`src/rtl/rx.sv`:
```
// Serial-to-parallel link receiver: start bit plus `SIZE data bits LSB first,
// collected into a DEPTH-entry FIFO that exposes a valid/ready interface.
`ifndef SIZE
`define SIZE 8
`endif

module rx #(
    parameter int DEPTH    = 2,
    parameter int routerid = -1,
    parameter     port     = "unknown"
) (
    input  logic             clk,
    input  logic             reset,
    input  logic             serial_in,
    output logic             channel_busy,
    output logic             rx_active,
    output logic [`SIZE-1:0] out_data,
    output logic             out_valid,
    input  logic             out_ready,
    output logic             overflow
);
    localparam int W    = `SIZE;
    localparam int CW   = (W > 1) ? $clog2(W) : 1;
    localparam int PW   = $clog2(DEPTH);
    localparam int NW   = PW + 1;

    localparam logic [0:0] IDLE = 1'b0;
    localparam logic [0:0] RECV = 1'b1;

    logic [0:0]    state;
    logic [CW-1:0] cnt;
    logic [W-2:0]  shift;

    logic [W-1:0]  mem [DEPTH];
    logic [PW-1:0] wr_ptr, rd_ptr;
    logic [NW-1:0] count;

    logic          last;
    logic          full;
    logic          push;
    logic          pop;
    logic [W-1:0]  word;

    assign last  = (state == RECV) && (cnt == CW'(W - 1));
    assign word  = {serial_in, shift};
    assign full  = (count == NW'(DEPTH));
    assign pop   = out_valid && out_ready;
    // A pop in the completion cycle frees the slot, so a full FIFO still accepts.
    assign push  = last && (!full || pop);

    assign channel_busy = full;
    assign rx_active    = (state == RECV);
    assign out_valid    = (count != '0);
    assign out_data     = mem[rd_ptr];

    always_ff @(posedge clk or negedge reset) begin
        if (!reset) begin
            state <= IDLE;
            cnt   <= '0;
            shift <= '0;
        end else begin
            case (state)
                IDLE: begin
                    if (serial_in) begin
                        state <= RECV;
                        cnt   <= '0;
                    end
                end
                RECV: begin
                    if (last) begin
                        state <= IDLE;
                        cnt   <= '0;
                    end else begin
                        shift[cnt] <= serial_in;
                        cnt        <= cnt + 1'b1;
                    end
                end
                default: state <= IDLE;
            endcase
        end
    end

    always_ff @(posedge clk or negedge reset) begin
        if (!reset) begin
            for (int i = 0; i < DEPTH; i++) mem[i] <= '0;
            wr_ptr   <= '0;
            rd_ptr   <= '0;
            count    <= '0;
            overflow <= 1'b0;
        end else begin
            if (push) begin
                mem[wr_ptr] <= word;
                wr_ptr      <= wr_ptr + 1'b1;
            end
            if (pop) rd_ptr <= rd_ptr + 1'b1;
            if (push && !pop)      count <= count + 1'b1;
            else if (pop && !push) count <= count - 1'b1;
            if (last && full && !pop) overflow <= 1'b1;
        end
    end

`ifndef SYNTHESIS
    always @(posedge clk) begin
        if (routerid > -1 && reset && push)
            $display("router %d %s rx : %d", routerid, port, word);
    end
`endif

endmodule

```
`config.mk`:
```
export PLATFORM = sky130hd
export DESIGN_NAME = rx
export DESIGN_NICKNAME = d
export VERILOG_FILES = /design/src/rtl/rx.sv
export SDC_FILE = /design/constraint.sdc
export NUM_CORES = 1
export LEC_CHECK = 0
export BUFFER_PORTS_ARGS = -buffer_cell sky130_fd_sc_hd__buf_4
export CORE_AREA = 2 2 57 59
export DETAILED_ROUTE_END_ITERATION = 8
export DIE_AREA = 0 0 59 61
export PLACE_DENSITY = 0.74
export SETUP_SLACK_MARGIN = 0.05
export SLEW_MARGIN = 10
export SYNTH_ARGS = -nofsm -noshare
export SYNTH_HDL_FRONTEND = slang
export SYNTH_SLANG_ARGS = --single-unit
```
`constraint.sdc`:
```
create_clock -name clk -period 1.83 [get_ports clk]
set_input_delay 0.366 -clock clk [delete_from_list [all_inputs] [get_ports clk]]
set_output_delay 0.366 -clock clk [all_outputs]
set_load 0.01 [all_outputs]
```
==> reports/results.tsv, run 1 <==
stage	metric	value	unit
place	Detail Placement HPWL	1620	µm
min_path	path class of the lowest-slack min-delay path	in2reg	
setup_path	reg2reg setup slack	120	ps
min_path	sink of the worst hold path	cnt[2]	
timing	Fmax	583	MHz
routing	DRC violations left	0	
routing	Wirelength per Cell	14.7	µm
synthesis	area leader, netlist	dfrtp_1	
timing	number of setup violations in the final report	0	
finish	layout cell share with drive strength beyond 1	0.527	
routing	DR vias/cell	5.37	
timing	number of hold-slack violations in the final timing report	0	
setup_path	highest-delay cell along the critical path	dfrtp_2	
setup_path	cell count along the critical path	2	
finish	growth of design area from synthesis to finish	19.1	%
routing	number of DRC markers in iteration 0	15	
synthesis	synthesized instance count	104	
global_routing	via count of the first global-routing pass	925	
setup_path	largest fanout of any net on the critical path	9	
die	core area	2950	µm²
setup_path	endpoint of the worst-slack reg-to-reg timing path	shift[5]	
synthesis	Yosys reg bits	32	
setup_path	critical path class	reg2out	
synthesis	Net Count, Synth	111	
finish	Filler Cells Inserted	236	
finish	fin nets	137	
setup_path	Cell Chain, Critical Path	mux2_2 > buf_4	
global_routing	antenna violations before repair	0	
die	Die ar.	3600	µm²
routing	number of detailed-route iterations in the first pass	2	
finish	highest-count cells in the layout ignoring fill and taps	mux2_2 (31), dfrtp_1 (31), buf_4 (21), clkbuf_4 (5), nand3b_1 (4)	
place	placer's final routability congestion estimate	0.735	
die	row cnt	20	
routing	number of nets with antenna violations after routing	0	
setup_path	Worst path max stage delay	510	ps
timing	skew final	7.64	ps
power	Worst VDD drop	0.786	mV
routing	Via Count	880	
synthesis	Avg Synthesized Cell Area	14.1	µm²
setup_path	required arrival time at the worst endpoint	1460	ps
die	die span in y	61	µm
timing	post-route setup TNS	0	ps
timing	Worst Max-Slew Pin Slew	393	ps
status	status	complete, no violations	
global_routing	GRT Resource Usage Total	0.164	
setup_path	kind of cell with the highest combined delay on the critical path	flip-flops	
synthesis	post-synthesis cell type count	25	
synthesis	sequential cell area fraction in the yosys report	0.547	
die	initial standard-cell utilization of the core	0.496	
synthesis	Yosys warnings	0	
timing	final critical-path required period	1710	ps
global_routing	pin count of the biggest net entering global routing	33	
setup_path	depth of the most critical reg-to-reg path	5	
timing	RSZ-0062 raised after global routing	no	
synthesis	summed instance area of the synthesized netlist	1460	µm²
synthesis	share of Yosys cell area claimed by the top area cell type	0.547	
setup_path	Crit path arrival time	1350	ps
timing	final number of max-transition violations	0	
timing	worst relative slew slack	0.738	
die	Die Wd	59	µm
setup_path	Reg-to-Reg Start	cnt[0]	
setup_path	launching element type of the critical path	flop	
min_path	start point of the worst min-delay path	serial_in	
clock_tree	cts bufs inserted	5	
clock_tree	number of H-tree branching levels	2	
routing	Total Wirelength	2410	µm
power	power density over the cells	1830	nW/µm²
clock_tree	clock tree from TritonCTS	yes	
global_routing	global-route wire length before repair	4180	µm
die	number of top-level pins	16	
global_routing	remaining global-route overflow	0	
setup_path	CP Capture Type	output pin	
clock_tree	worst-case clock buffer depth	2	
place	port buffer count	15	
clock_tree	CTS clock-pin slew for the worst setup and hold paths	90	ps
clock_tree	CTS sink cnt	32	
timing	post-route clock period utilization	0.937	
power	Leak	0.785	nW
min_path	hold path cells	2	
finish	post-route non-filler standard cell count	164	
clock_tree	master cell of the clock root buffer	clkbuf_4	
place	instance count after placement with tap cells included	154	
synthesis	top cells by area in the synthesized netlist	dfrtp_1 (55%), mux2_2 (24%), ha_1 (2.6%), nor3b_4 (2.6%), nand3b_1 (2.1%)	
clock_tree	Clock Latency Late Sink	330	ps
setup_path	number of buffers and inverters on the critical path	1	
finish	# diodes	0	
flow_run	total of max-cap violations	0	
cells in the mapped netlist, drive strengths merged:
master and count:
dfrtp 32, mux2 31, nor3b 5, nand2 4, nand3b 4, nor2 4, ha 3, xor2 3
clkbuf 2, nand2b 2, nor3 2, o21ai 2, xnor2 2, a21o 1, a31o 1, and2b 1
buf 1, inv 1, mux2i 1, nand3 1, or2 1
flip-flops by register name, indices dropped and copies added (netlist names):
signal     flops
cnt            3
mem           16
rx_active      1
count          2
rd_ptr         1
wr_ptr         1
shift          7
overflow       1
per-layer routing:
layer	wire length, µm	vias to the layer above	share of wire	GRT usage
met5	0	-	0	0
met4	36	0	0.015	0.0974
met3	100	4	0.041	0.0448
met2	1210	12	0.50	0.270
met1	1070	444	0.44	0.193
li1	-	420	-	-
final cells by class:
| type | instances | area (µm²) | share of cell area |
|---|---|---|---|
| Clock buffer | 8 | 58.8 | 0.0337 |
| Inverter | 1 | 3.75 | 0.00215 |
| Multi-Input combinational cell | 68 | 669 | 0.384 |
| Sequential cell | 32 | 802 | 0.460 |
| Tap cell | 33 | 41.3 | 0.0237 |
| Timing Repair Buffer | 22 | 168 | 0.0962 |
per-stage QoR:
step / power (mW) / hold WS (ps) / area [µm²] / setup WS [ps] / util
detailed placement: 2.75 / 321 / 1640 / 24.2 / 0.556
global placement: 2.68 / 317 / 1640 / 95.3 / 0.556
finish: 3.19 / 333 / 1740 / 115 / 0.590
floorplan: 2.24 / 70.4 / 1460 / 56.0 / -
global route: 3.44 / 334 / 1740 / 48.9 / 0.590
CTS: 3.19 / 319 / 1720 / 51.4 / 0.581
power breakdown:
group	total (mW)	internal (mW)	switching (mW)
Clock	0.418	0.189	0.228
Combinational	1.43	0.879	0.549
Sequential	1.34	1.06	0.282
Total	3.19	2.13	1.06
worst max-delay path by stage:
stage,end,start,slack (ps)
final,out_data[5],rd_ptr,120
after detailed placement,count[1],cnt[0],20
after floorplan,mem[7],cnt[1],60
after CTS,count[1],cnt[0],50
after global routing,shift[5],cnt[0],50
after global placement,shift[5],cnt[0],100
cells by family (layout without fill, tap and decap cells):
kind of cell               after synthesis  after routing  share of synthesized area
muxes                                   32             32                      0.245
DFF                                     32             32                      0.547
and+or+nand+nor                         24             24                      0.123
xor gates and xnor gates                 5              5                     0.0299
AOI/OAI and AO/OA                        4              4                     0.0180
buffers and inverters                    4             31                     0.0111
adders and majority gates                3              3                     0.0256
worst reg2reg max path, delay by kind of cell (launching register included):
| family | cells | cell delay, ps |
|---|---|---|
| adders and majority gates | 2 | 420 |
| DFF | 1 | 400 |
| muxes | 1 | 350 |
| and+or+nand+nor | 2 | 430 |
what timing repair did:
| action | 4_1_cts | 5_1_grt |
|---|---|---|
| setup endpoints to repair | 16 | 17 |
| endpoints found under the hold margin | 32 | 0 |
| buffers inserted | 0 | 1 |
| pin swaps | 0 | 1 |
| hold buffers | 1 | 0 |
| resized for setup | 2 | 4 |
| gates cloned | 0 | 0 |
Note: power is estimated with default switching activity, not from simulation.
==> inputs of run 2 (changes only) <==
==> config.mk (replaced) <==
export PLATFORM = sky130hd
export DESIGN_NAME = rx
export DESIGN_NICKNAME = d
export VERILOG_FILES = /design/src/rtl/rx.sv
export SDC_FILE = /design/constraint.sdc
export NUM_CORES = 1
export LEC_CHECK = 0
export CORE_AREA = 2 2 55 57
export DETAILED_ROUTE_END_ITERATION = 8
export DIE_AREA = 0 0 57 59
export DONT_BUFFER_PORTS = 1
export PLACE_DENSITY = 0.73
export SETUP_SLACK_MARGIN = 0.05
export SLEW_MARGIN = 10
export SYNTH_ARGS = -nofsm -noshare
export SYNTH_HDL_FRONTEND = slang
export SYNTH_SLANG_ARGS = --single-unit
==> reports/results.tsv, run 2 (same netlist as run 1, synthesis figures left out) <==
stage	metric	value	unit	change
routing	Via Count	845		-4.0%
routing	Wirelength per Cell	16.0	µm	+8.8%
setup_path	CP Capture Type	flop		
global_routing	remaining global-route overflow	0		unchanged
power	Worst VDD drop	1.10	mV	+40%
finish	fin nets	123		-10%
power	Switch Pwr	1.02	mW	-3.8%
timing	skew final	5.27	ps	-2.36 ps
setup_path	Crit path arrival time	1890	ps	+540 ps
flow_run	total of max-cap violations	0		unchanged
place	placer's final routability congestion estimate	0.736		about the same
routing	number of nets with antenna violations after routing	0		unchanged
setup_path	required arrival time at the worst endpoint	2040	ps	+580 ps
timing	final number of max-transition violations	0		unchanged
finish	highest-count cells in the layout ignoring fill and taps	mux2_2 (31), dfrtp_1 (31), clkbuf_4 (5), buf_4 (5), nand3b_1 (4)		
routing	Total Wirelength	2370	µm	-1.8%
global_routing	pin count of the biggest net entering global routing	33		unchanged
global_routing	via count of the first global-routing pass	893		-3.5%
clock_tree	cts bufs inserted	5		unchanged
finish	Util after Layout	0.611		+0.0210
die	Die Wd	57	µm	-3.4%
timing	final critical-path required period	1680	ps	-37.3 ps
finish	# diodes	0		unchanged
clock_tree	master cell of the clock root buffer	clkbuf_4		
clock_tree	Clock Latency Late Sink	320	ps	about the same
die	number of top-level pins	16		unchanged
finish	largest registers	mem: 16 flops, shift: 7 flops, cnt: 3 flops		
global_routing	global-route wire length before repair	4160	µm	-0.50%
power	Sw Share	0.344		+0.0122
status	status	complete, no violations		
clock_tree	Setup Fix Bufs, Post-CTS	0		unchanged
timing	post-route setup TNS	0	ps	unchanged
power	internal power	1.94	mW	-8.9%
timing	worst relative slew slack	0.764		+0.0259
timing	post-layout worst setup margin	153	ps	+37.3 ps
power	combinational power share	0.405		-0.043
global_routing	antenna violations before repair	0		unchanged
setup_path	critical path class	reg2reg		
die	Die ar.	3360	µm²	-6.6%
place	Detail Placement HPWL	1570	µm	-2.8%
timing	number of hold-slack violations in the final timing report	0		unchanged
power	share of power burned in registers	0.457		+0.035
die	initial standard-cell utilization of the core	0.540		+0.0444
setup_path	largest fanout of any net on the critical path	6		-3
clock_tree	CTS sink cnt	32		unchanged
routing	DRC violations left	0		unchanged
die	die span in y	59	µm	-3.3%
timing	Worst Max-Slew Pin Slew	352	ps	-40.4 ps
setup_path	highest-delay cell along the critical path	dfrtp_1		
timing	Fmax	596	MHz	+2.2%
setup_path	Cell Chain, Critical Path	ha_2 > ha_4 > nand3b_1 > nor3b_2 > mux2_2		
power	Leak	0.721	nW	-8.1%
place	port buffer count	0		-15
place	post-place setup slack	25.8	ps	+1.66 ps
die	core area	2710	µm²	-8.2%
global_routing	GRT Resource Usage Total	0.170		+0.00609
power	clock power share	0.138		+0.007
clock_tree	number of H-tree branching levels	2		unchanged
timing	number of setup violations in the final report	0		unchanged
clock_tree	clock tree from TritonCTS	yes		
routing	DR vias/cell	5.71		+6.4%
finish	largest register by flop count	mem		
setup_path	launching element type of the critical path	flop		
clock_tree	CTS clock-pin slew for the worst setup and hold paths	90	ps	about the same
power	power density over the cells	1790	nW/µm²	-2.3%
setup_path	Worst path max stage delay	400	ps	-110 ps
finish	flip-flop count of the largest register, all copies and words added	16		unchanged
routing	number of DRC markers in iteration 0	9		-6
timing	post-route clock period utilization	0.917		-0.0204
routing	number of detailed-route iterations in the first pass	4		+2
min_path	path class of the lowest-slack min-delay path	in2reg		
timing	RSZ-0062 raised after global routing	no		
die	row cnt	19		-5.0%
clock_tree	worst-case clock buffer depth	2		unchanged
finish	growth of design area from synthesis to finish	13.2	%	
finish	layout cell share with drive strength beyond 1	0.487		-0.0395
-- run 2: cell types whose count changed in the layout (fill, tap and decap cells not counted), sizes merged --
cell / delta
buf: -14
-- run 2: final timing paths --
check	startpoint	slack, ps	endpoint	depth (start not counted)
max reg2reg	cnt[0]	150	shift[5]	5
min in group asynchronous	reset	480	mem[10]	2
min reg2reg	mem[5]	510	mem[5]	1
max	cnt[0]	150	shift[5]	5
min	serial_in	140	cnt[1]	1
max in group asynchronous	reset	1160	rd_ptr	2
-- run 2: power by group through the flow --
stage / registers [mW] / clock network [mW] / logic (mW)
2_1_floorplan: 1.27 / 0 / 0.968
3_3_place_gp: 1.33 / 0 / 1.12
3_5_place_dp: 1.36 / 0 / 1.15
4_1_cts: 1.36 / 0.423 / 1.19
5_1_grt: 1.41 / 0.467 / 1.31
6_report: 1.35 / 0.407 / 1.20
-- run 2: metal layers --
metal / vias to the layer above / wire length (µm) / GRT usage
met2: 12 / 1200 / 0.264
li1: 390 / - / -
met3: 4 / 71 / 0.0742
met4: 0 / 35 / 0.0731
met5: - / 0 / 0
met1: 439 / 1060 / 0.208
-- run 2: stage by stage --
step | hold slack [ps] | total power, mW | std cells | cell area [µm²]
after global placement | 71.3 | 2.45 | 138 | 1540
after global routing | 105 | 3.19 | 148 | 1660
after detailed placement | 71.1 | 2.51 | 138 | 1540
final | 139 | 2.96 | 148 | 1660
after floorplan | 70.4 | 2.24 | 104 | 1460
after CTS | 124 | 2.96 | 148 | 1630
-- run 2: area by class of cell --
type / instances / area [µm²]
Timing Repair Buffer: 8 / 78.8
Fill cell: 213 / 1050
Sequential cell: 32 / 802
Multi-Input combinational cell: 68 / 674
Tap cell: 31 / 38.8
Inverter: 1 / 3.75
Clock buffer: 8 / 58.8
-- run 2: worst max-delay path, delay by kind of cell, from the launching register on --
family / cells / cell delay, ps
flops: 1 / 400
simple gates: 2 / 430
mux: 1 / 350
fa+ha+maj: 2 / 380
-- run 2: repair_timing --
item / 4_1_cts / 5_1_grt
hold buffers: 2 / 0
gates resized for setup: 3 / 5
pin swaps: 1 / 1
cloned: 0 / 0
setup endpoints to repair: 10 / 12
hold endpoints to repair: 32 / 0
